===== config.mk =====
export PLATFORM = sky130hd
export DESIGN_NAME = disp_arbiter_flat
export DESIGN_NICKNAME = d
export VERILOG_FILES = /design/src/rtl/disp_pkg.sv /design/src/rtl/disp_arbiter_if.sv /design/src/rtl/disp_arbiter_rr_pick.sv /design/src/rtl/disp_arbiter.sv /design/src/flat_wrapper.sv
export SDC_FILE = /design/constraint.sdc
export NUM_CORES = 1
export LEC_CHECK = 0
export ABC_AREA = 0
export BUFFER_PORTS_ARGS = -buffer_cell sky130_fd_sc_hd__buf_2
export CORE_MARGIN = 2
export CORE_UTILIZATION = 35
export DETAILED_ROUTE_END_ITERATION = 8
export PLACE_DENSITY = 0.64
export SETUP_SLACK_MARGIN = 0.05
export SLEW_MARGIN = 15
export SYNTH_ARGS = -nofsm -noshare
export SYNTH_HDL_FRONTEND = slang
export SYNTH_SLANG_ARGS = --single-unit

===== constraint.sdc =====
create_clock -name clk100 -period 8.25 [get_ports clk100]
set_input_delay 1.65 -clock clk100 [delete_from_list [all_inputs] [get_ports clk100]]
set_output_delay 1.65 -clock clk100 [all_outputs]
set_load 0.05 [all_outputs]

===== src/rtl/disp_pkg.sv =====
// Shared constants for the display arbiter: data width, FSM encoding, clock rate.
package disp_pkg;

  localparam int unsigned DISP_W         = 16;
  localparam int unsigned CYCLES_PER_SEC = 100_000_000;

  localparam logic [0:0] ST_IDLE = 1'b0;
  localparam logic [0:0] ST_OWN  = 1'b1;

endpackage


===== src/rtl/disp_arbiter_if.sv =====
// Requester/display-side bundle of the display arbiter (requests, values, grant, shown number).
interface disp_arbiter_if
  import disp_pkg::*;
#(
  parameter int unsigned NREQ = 3
);

  logic [NREQ-1:0]        req;
  logic [DISP_W*NREQ-1:0] data;
  logic [NREQ-1:0]        gnt;
  logic [DISP_W-1:0]      number;
  logic                   busy;
  logic                   expired;

  modport master (output req, data, input gnt, number, busy, expired);
  modport slave  (input req, data, output gnt, number, busy, expired);

endinterface


===== src/rtl/disp_arbiter_rr_pick.sv =====
// Combinational round-robin picker: first set req bit scanning upward from ptr, optionally skipping one index.
module rr_pick #(
  parameter int unsigned NREQ  = 3,
  parameter int unsigned IDX_W = 2
) (
  input  logic [NREQ-1:0]  req,
  input  logic [IDX_W-1:0] ptr,
  input  logic [IDX_W-1:0] excl,
  input  logic             excl_en,
  output logic [IDX_W-1:0] win,
  output logic             found
);

  always_comb begin
    int unsigned     idx;
    logic [NREQ-1:0] req_sh;
    win    = '0;
    found  = 1'b0;
    idx    = 0;
    req_sh = '0;
    for (int unsigned i = 0; i < NREQ; i++) begin
      idx    = (32'(ptr) + i) % NREQ;
      req_sh = req >> idx;
      if (!found && req_sh[0] && !(excl_en && (IDX_W'(idx) == excl))) begin
        found = 1'b1;
        win   = IDX_W'(idx);
      end
    end
  end

endmodule


===== src/rtl/disp_arbiter.sv =====
// Round-robin owner selection for the shared 4-digit display with minimum hold time.
// Optional macro DISP_ARB_PRIO_EN: requester 0 pre-empts any owner and is never expired out.
module disp_arbiter
  import disp_pkg::*;
#(
  parameter int unsigned NREQ        = 3,
  parameter int unsigned HOLD_CYCLES = CYCLES_PER_SEC,
  parameter int unsigned CNT_W       = 27
) (
  input  logic           clk100,
  input  logic           rst_n,
  disp_arbiter_if.slave  bus
);

  localparam int unsigned       IDX_W    = (NREQ > 2) ? 2 : 1;
  localparam logic [CNT_W-1:0]  HOLD_MAX = CNT_W'(HOLD_CYCLES - 1);
  localparam logic [IDX_W-1:0]  LAST     = IDX_W'(NREQ - 1);

  logic [0:0]        state;
  logic [IDX_W-1:0]  owner;
  logic [IDX_W-1:0]  rr_ptr;
  logic [CNT_W-1:0]  hold_cnt;
  logic [NREQ-1:0]   gnt;
  logic [DISP_W-1:0] number;

  logic [IDX_W-1:0]  win;
  logic              found;
  logic [NREQ-1:0]   req_sh;
  logic              own_req;
  logic              at_max;
  logic              can_expire;
  logic              grant_new;
  logic              adv_ptr;
  logic              go_idle;
  logic [IDX_W-1:0]  new_idx;
  logic [IDX_W-1:0]  sel_idx;
  logic [DISP_W-1:0] sel_data;

  rr_pick #(
    .NREQ  (NREQ),
    .IDX_W (IDX_W)
  ) u_pick (
    .req     (bus.req),
    .ptr     (rr_ptr),
    .excl    (owner),
    .excl_en (state == ST_OWN),
    .win     (win),
    .found   (found)
  );

  assign req_sh  = bus.req >> owner;
  assign own_req = req_sh[0];
  assign at_max  = (hold_cnt == HOLD_MAX);

`ifdef DISP_ARB_PRIO_EN
  assign can_expire = (owner != '0);
`else
  assign can_expire = 1'b1;
`endif

  always_comb begin
    grant_new = 1'b0;
    adv_ptr   = 1'b1;
    go_idle   = 1'b0;
    new_idx   = win;
    if (state == ST_IDLE) begin
      grant_new = found;
    end else begin
`ifdef DISP_ARB_PRIO_EN
      if (bus.req[0] && (owner != '0)) begin
        grant_new = 1'b1;
        new_idx   = '0;
        adv_ptr   = 1'b0;
      end else
`endif
      if (!own_req) begin
        grant_new = found;
        go_idle   = !found;
      end else if (at_max && can_expire && found) begin
        grant_new = 1'b1;
      end
    end
  end

  // Constant-index mux: only the selected slice reaches number, so X on other requesters is masked.
  assign sel_idx = grant_new ? new_idx : owner;
  always_comb begin
    sel_data = '0;
    for (int unsigned i = 0; i < NREQ; i++) begin
      if (IDX_W'(i) == sel_idx) sel_data = bus.data[DISP_W*i +: DISP_W];
    end
  end

  always_ff @(posedge clk100 or negedge rst_n) begin
    if (!rst_n) begin
      state    <= ST_IDLE;
      owner    <= '0;
      rr_ptr   <= '0;
      hold_cnt <= '0;
      gnt      <= '0;
      number   <= '0;
    end else if (grant_new) begin
      state    <= ST_OWN;
      owner    <= new_idx;
      gnt      <= NREQ'(1) << new_idx;
      number   <= sel_data;
      hold_cnt <= '0;
      if (adv_ptr) rr_ptr <= (new_idx == LAST) ? '0 : new_idx + 1'b1;
    end else if (go_idle) begin
      state    <= ST_IDLE;
      gnt      <= '0;
      hold_cnt <= '0;
    end else if (state == ST_OWN) begin
      number <= sel_data;
      if (!at_max) hold_cnt <= hold_cnt + 1'b1;
    end
  end

  assign bus.gnt     = gnt;
  assign bus.number  = number;
  assign bus.busy    = (state == ST_OWN);
  assign bus.expired = (state == ST_OWN) && at_max;

endmodule


===== src/flat_wrapper.sv =====
// flat-port wrapper written by rule: the top's interface ports become plain ports
module disp_arbiter_flat import disp_pkg::*;
#(
  parameter int unsigned NREQ        = 3,
  parameter int unsigned HOLD_CYCLES = CYCLES_PER_SEC,
  parameter int unsigned CNT_W       = 27
)
  (clk100, rst_n, bus_req, bus_data, bus_gnt, bus_number, bus_busy, bus_expired);
  disp_arbiter_if #(.NREQ(NREQ)) bus_i ();
  input  logic clk100;
  input  logic rst_n;
  input wire logic [$bits(bus_i.req)-1:0] bus_req;
  input wire logic [$bits(bus_i.data)-1:0] bus_data;
  output wire logic [$bits(bus_i.gnt)-1:0] bus_gnt;
  output wire logic [$bits(bus_i.number)-1:0] bus_number;
  output wire logic [$bits(bus_i.busy)-1:0] bus_busy;
  output wire logic [$bits(bus_i.expired)-1:0] bus_expired;
  assign bus_i.req = bus_req;
  assign bus_i.data = bus_data;
  assign bus_gnt = bus_i.gnt;
  assign bus_number = bus_i.number;
  assign bus_busy = bus_i.busy;
  assign bus_expired = bus_i.expired;
  disp_arbiter #(.NREQ(NREQ), .HOLD_CYCLES(HOLD_CYCLES), .CNT_W(CNT_W)) u_core (.clk100(clk100), .rst_n(rst_n), .bus(bus_i));
endmodule

==> reports/results.tsv, run 1 <==
stage	metric	value	unit
floorplan	ios	74	
clocking	cts_root_buffer	clkbuf_8	
sta	skew	0.0137	ns
setup_path	slowest_delay	0.98	ns
grt	grt_antenna_before_repair	0	
sta	min_period_over_period	52.2	%
sta	hold_violations	0	
cells_and_area	n_fill_cell	1009	
run_status	status	finished clean	
clocking	hold_buffers	0	
setup_path	cp_slowest_cell	a211oi_4	
synth	ys_types	68	
floorplan	dieHeight	103	microns
setup_path	path_buf_inv	3	
synth	syn_area	3430	sq um
drt	first_pass_iters	5	
grt	grt_max_degree	52	
grt	grt_pass1_wl	14.4	mm
synth	synth_area_leaders	dfrtp_1, xor2_1, nand3_1, nand2_1, o211ai_1	
place	preCtsSetupSlack	3.89	ns
clocking	tritoncts	built	
setup_path	criticalPathCategory	flip-flop to flip-flop	
drt	drc	0	
synth	synth_cells	371	
cells_and_area	diodes	0	
setup_path	crit_required	8.45	ns
setup_path	endpoint_kind	flip-flop	
setup_path	crit_family	compound AO/OA/AOI/OAI gates	
place	gp_congestion	0.833	
drt	antenna_left	0	
clocking	cts_setup_buffers	0	
clocking	ctsResizeCount	0	
sta	rsz0062_at_grt	no	
clocking	cts.htree.levels	2	
clocking	clk-insertion-delay-late	0.31	ns
setup_path	worstPathArrival	4.50	ns
setup_path	crit_path_start_kind	flip-flop	
synth	ys_ff_latch	51	
synth	synthArstFlopShare	100	%
sta	drv_slew	0	
synth	synth.avg_cell_area	9.24	sq um
sta	tns	0	ns
sta	timing.fmax	232	MHz
floorplan	die_x	103	microns
synth	seq_area_frac_synth	37.2	%
drt	wl	8.64	mm
sta	slew_headroom	22.6	%
sta	fin_crit	4.30	ns
clocking	clk_path_buf_depth	2	
synth	ys.flop_type	dfrtp_1	
floorplan	initial_utilization	35.6	%
cells_and_area	nets	495	
sta	worstMarginPinSlew	1.16	ns
setup_path	critical_path.max_fanout	28	
sta	finalWorstSetupSlack	3.95	ns
cells_and_area	final_layout_size_suffix_gt1_share	24.7	%
grt	grt_overflow	0	
cells_and_area	area.growth.synth_to_final	15.7	%
synth	syn_nets	434	
place	io_buffers	73	
place	dpl.hpwl	6.13	mm
floorplan	dieArea	10600	sq um
drt	vias	3039	
setup_path	worstPathCellList	inv_1, ha_1, inv_1, nand3_1, ha_1, and4bb_2, o32ai_2, o22ai_1, a211oi_4, inv_2, o211ai_1, nand4_1	
floorplan	rows	36	
synth	yosysTopAreaCellShare	37.2	%
clocking	clock-sinks	51	
drt	viasPerCell	5.37	
clocking	cts.reportedPaths.clkPinSlew	0.10	ns
worst_hold_path	hp-class	flip-flop to flip-flop	
grt	grtUsageTotal	17.0	%
grt	grt_pass1_vias	2947	
synth	yosysTopAreaCell	dfrtp_1	
floorplan	core-area	9640	sq um
sta	setup_viol	0	
synth	yosys_warnings	0	
synth	synth-edff-count	0	
clocking	cts_buffers	5	
run	maxCapViolCount	0	
drt	post_drt_wl_per_cell	15.3	microns
drt	drt_first_iter_violations	184	
[state kept, by name, indices dropped and copies added, names as in the netlist]
signal             cells
u_core.bus.number     16
u_core.bus.busy        1
u_core.bus.gnt         3
u_core.rr_ptr          2
u_core.owner           2
u_core.hold_cnt       27
[worst reg2reg max path: cells and delay by family (launching register included)]
kind                       cells  cell delay, ns
buffers and inverters          3            0.87
adders and majority gates      2            0.73
DFF                            1            0.44
and+or+nand+nor                3            0.48
AOI/OAI and AO/OA              4            1.69
[layout make-up]
cell class,instances,area [sq um],share of cell area (%)
well taps,133,166,4.20
multi-input cells,286,1970,49.6
clock buffers,6,72.6,1.83
repair buffers,74,373,9.40
flip-flops and latches,51,1280,32.2
inverters,14,52.6,1.32
clock inverters,2,60.1,1.51
[cell families (layout without fill, tap and decap cells)]
| kind of cell | Yosys count | after routing | synth area share (%) |
|---|---|---|---|
| DFF | 51 | 51 | 37.2 |
| adders and majority gates | 10 | 10 | 3.65 |
| AOI/OAI and AO/OA | 72 | 72 | 17.9 |
| xor gates and xnor gates | 30 | 30 | 7.66 |
| muxes | 2 | 2 | 0.584 |
| and+or+nand+nor | 172 | 172 | 27.1 |
| buffers and inverters | 34 | 96 | 5.88 |
[Yosys cell counts, drive strengths merged, types with 3 or more instances]
| master | instances |
|---|---|
| dfrtp | 51 |
| nand2 | 35 |
| nor2 | 32 |
| nand3 | 27 |
| o211ai | 17 |
| xor2 | 16 |
| inv | 14 |
| nand4 | 14 |
| xnor2 | 14 |
| and2 | 12 |
| a222oi | 10 |
| buf | 10 |
| ha | 10 |
| clkbuf | 9 |
| o21ai | 9 |
| and3 | 8 |
| nor2b | 8 |
| nor3 | 5 |
| nor4 | 5 |
| a311oi | 4 |
| and2b | 4 |
| o21a | 4 |
| o32ai | 4 |
| a21boi | 3 |
| a21oi | 3 |
| nand2b | 3 |
| nor3b | 3 |
| nor4b | 3 |
| o22ai | 3 |
[routing by layer]
layer	vias to the layer above	part of all wire [%]	global-route usage, %
met5	-	0	0
met4	0	0.93	3.95
met3	7	6.3	4.07
met2	99	49	28.2
met1	1462	44	22.4
li1	1471	-	-
[cell usage in the layout, fill, tap and decap left out, types with 3 or more instances in the layout]
cell / instances
buf_2: 73
dfrtp_1: 51
nand2_1: 34
nor2_1: 31
nand3_1: 27
o211ai_1: 17
xor2_1: 16
xnor2_1: 14
nand4_1: 14
inv_1: 13
a222oi_1: 10
ha_1: 10
o21ai_0: 9
and2_1: 8
nor2b_1: 8
and3_1: 7
nor3_1: 5
nor4_1: 5
clkbuf_8: 5
o21a_1: 4
and2_2: 4
nand2b_1: 3
nor3b_1: 3
o32ai_2: 3
nor4b_1: 3
o22ai_1: 3
and2b_2: 3
a21oi_1: 3
[per-stage QoR]
stage                     utilization [%]  area (sq um)  instances  hold WS [ns]
after floorplan                         -          3430        371         0.476
after global placement               39.8          3830        558         0.463
after detailed placement             39.8          3830        558         0.462
after CTS                            41.1          3970        566         0.494
after global routing                 41.1          3970        566         0.512
final                                41.1          3970        566         0.495
[final timing paths]
kind / from / to / slack, ns / cells past startpoint
worst max-delay path: u_core.rr_ptr[1] / u_core.bus.number[3] / 3.95 / 12
worst min-delay path: u_core.bus.gnt[0] / u_core.bus.gnt[0] / 0.49 / 1
worst max register to register: u_core.rr_ptr[1] / u_core.bus.number[3] / 3.95 / 12
worst min register to register: u_core.bus.gnt[0] / u_core.bus.gnt[0] / 0.49 / 1
max in group asynchronous: rst_n / u_core.hold_cnt[7] / 6.37 / 2
min in group asynchronous: rst_n / u_core.hold_cnt[11] / 1.44 / 2
Power of run 1 is left out: the tool's default activity adds up to more than one toggle a clock period on the data nets, which glitch-free logic cannot reach.
==> run 2, diff against run 1 <==
PLACE_DENSITY = 0.66   (was 0.64)
clock period = 3.9 ns   (was 8.25 ns; I/O delays follow)
==> run 2 against run 1 <==
  * First-iteration DRC count decreased by 12%
  * Critical path type unchanged
  * Sequential cell count unchanged
  * Critical path depth unchanged
  * Setup slack got worse by 3.5 ns
  * Critical endpoint is now u_core.bus.number[2]
  * Non-clock buffer count increased by 9
==> reports/results.tsv, run 2 (synthesis gave the netlist of run 1 again) <==
stage	metric	value	unit
run_status	status	finished clean	
clocking	cts.reportedPaths.clkPinSlew	0.09	ns
clocking	cts_buffers	5	
cells_and_area	register_area	1280	sq um
grt	grt_max_degree	39	
setup_path	criticalPathCategory	flip-flop to flip-flop	
clocking	clock-sinks	51	
clocking	clk_path_buf_depth	2	
drt	post_drt_wl_per_cell	15.2	microns
setup_path	critical_path.max_fanout	8	
cells_and_area	multiInputGateArea	1970	sq um
floorplan	core-area	9640	sq um
cells_and_area	final_cell_mix	buf_2, dfrtp_1, nand2_1	
sta	worstMarginPinSlew	0.868	ns
clocking	clk-insertion-delay-late	0.30	ns
cells_and_area	diodes	0	
drt	vias	3067	
grt	grtUsageTotal	16.9	%
sta	hold_violations	0	
floorplan	die_x	103	microns
sta	drv_slew	0	
cells_and_area	nets	504	
floorplan	dieHeight	103	microns
sta	fin_crit	3.49	ns
drt	drc	0	
place	gp_congestion	0.857	
grt	grt_overflow	0	
cells_and_area	n_fill_cell	1011	
grt	grt_pass1_wl	14.5	mm
floorplan	initial_utilization	35.6	%
setup_path	crit_path_start_kind	flip-flop	
drt	viasPerCell	5.34	
sta	slew_headroom	42.1	%
clocking	tritoncts	built	
clocking	cts_setup_buffers	0	
run	maxCapViolCount	0	
drt	first_pass_iters	5	
clocking	cts_root_buffer	clkbuf_8	
cells_and_area	area.growth.synth_to_final	16.9	%
sta	rsz0062_at_grt	no	
sta	timing.fmax	287	MHz
worst_hold_path	hp-class	flip-flop to flip-flop	
cells_and_area	final_layout_size_suffix_gt1_share	26.1	%
clocking	cts.htree.levels	2	
drt	antenna_left	0	
setup_path	endpoint_kind	flip-flop	
place	preCtsSetupSlack	0.147	ns
setup_path	crit_required	4.14	ns
sta	skew	0.0125	ns
cells_and_area	largest_register	u_core.hold_cnt	
place	io_buffers	73	
floorplan	ios	74	
sta	min_period_over_period	89.4	%
sta	tns	0	ns
drt	drt_first_iter_violations	162	
sta	setup_viol	0	
grt	grt_pass1_vias	2960	
setup_path	worstPathArrival	3.73	ns
drt	wl	8.71	mm
cells_and_area	final_common_cell	buf_2	
floorplan	dieArea	10600	sq um
floorplan	rows	36	
cells_and_area	largest_reg_flops	27	
cells_and_area	top_regs	u_core.hold_cnt: 27 flops, u_core.bus.number: 16 flops, u_core.bus.gnt: 3 flops	
grt	grt_antenna_before_repair	0	
place	dpl.hpwl	6.38	mm
sta	finalWorstSetupSlack	0.414	ns
[run 2: critical path: stages (launching register included)]
cell and delay (ns):
dfrtp_1 0.43, inv_1 0.12, ha_1 0.33, inv_1 0.17, nand3_1 0.10, ha_1 0.30, and4bb_2 0.33, o32ai_2 0.11
or2_4 0.28, o32a_2 0.35, a21oi_1 0.57, o211ai_1 0.22, nand4_1 0.13
[run 2: per-stage QoR]
step	utilization, %	cell area [sq um]	instances	hold WS, ns
after floorplan	-	3430	371	0.476
after global placement	40.4	3890	567	0.461
after detailed placement	40.4	3890	567	0.475
after CTS	41.5	4000	574	0.497
after global routing	41.6	4010	574	0.543
final	41.6	4010	574	0.487
[run 2: repair_timing]
| item | 4_1_cts | 5_1_grt |
|---|---|---|
| endpoints found under the setup margin | 0 | 10 |
| hold buffers | 0 | 0 |
| resized for setup | 0 | 1 |
[run 2: routing by layer]
| metal | global-route usage, % | part of all wire [%] |
|---|---|---|
| met1 | 23.1 | 45 |
| met2 | 27.2 | 49 |
| met3 | 4.41 | 6.0 |
| met4 | 3.04 | 0.36 |
| met5 | 0 | 0 |
[run 2: cell type report]
| type | instances | area share (%) |
|---|---|---|
| multi-input cells | 286 | 49.1 |
| flip-flops and latches | 51 | 31.8 |
| repair buffers | 83 | 11.0 |
| well taps | 133 | 4.15 |
| clock buffers | 6 | 1.81 |
| inverters | 14 | 1.31 |
| clock inverters | 1 | 0.749 |
[run 2: path summary, 6_finish.rpt]
path	start	end	slack (ns)	cells after the start
setup / recovery	u_core.rr_ptr[0]	u_core.bus.number[2]	0.41	12
hold / removal	u_core.bus.gnt[0]	u_core.bus.gnt[0]	0.49	1
setup reg to reg	u_core.rr_ptr[0]	u_core.bus.number[2]	0.41	12
hold reg to reg	u_core.bus.gnt[0]	u_core.bus.gnt[0]	0.49	1
max in group asynchronous	rst_n	u_core.owner[0]	2.57	2
min in group asynchronous	rst_n	u_core.hold_cnt[23]	0.59	1
Power of run 2 is left out for the same reason.
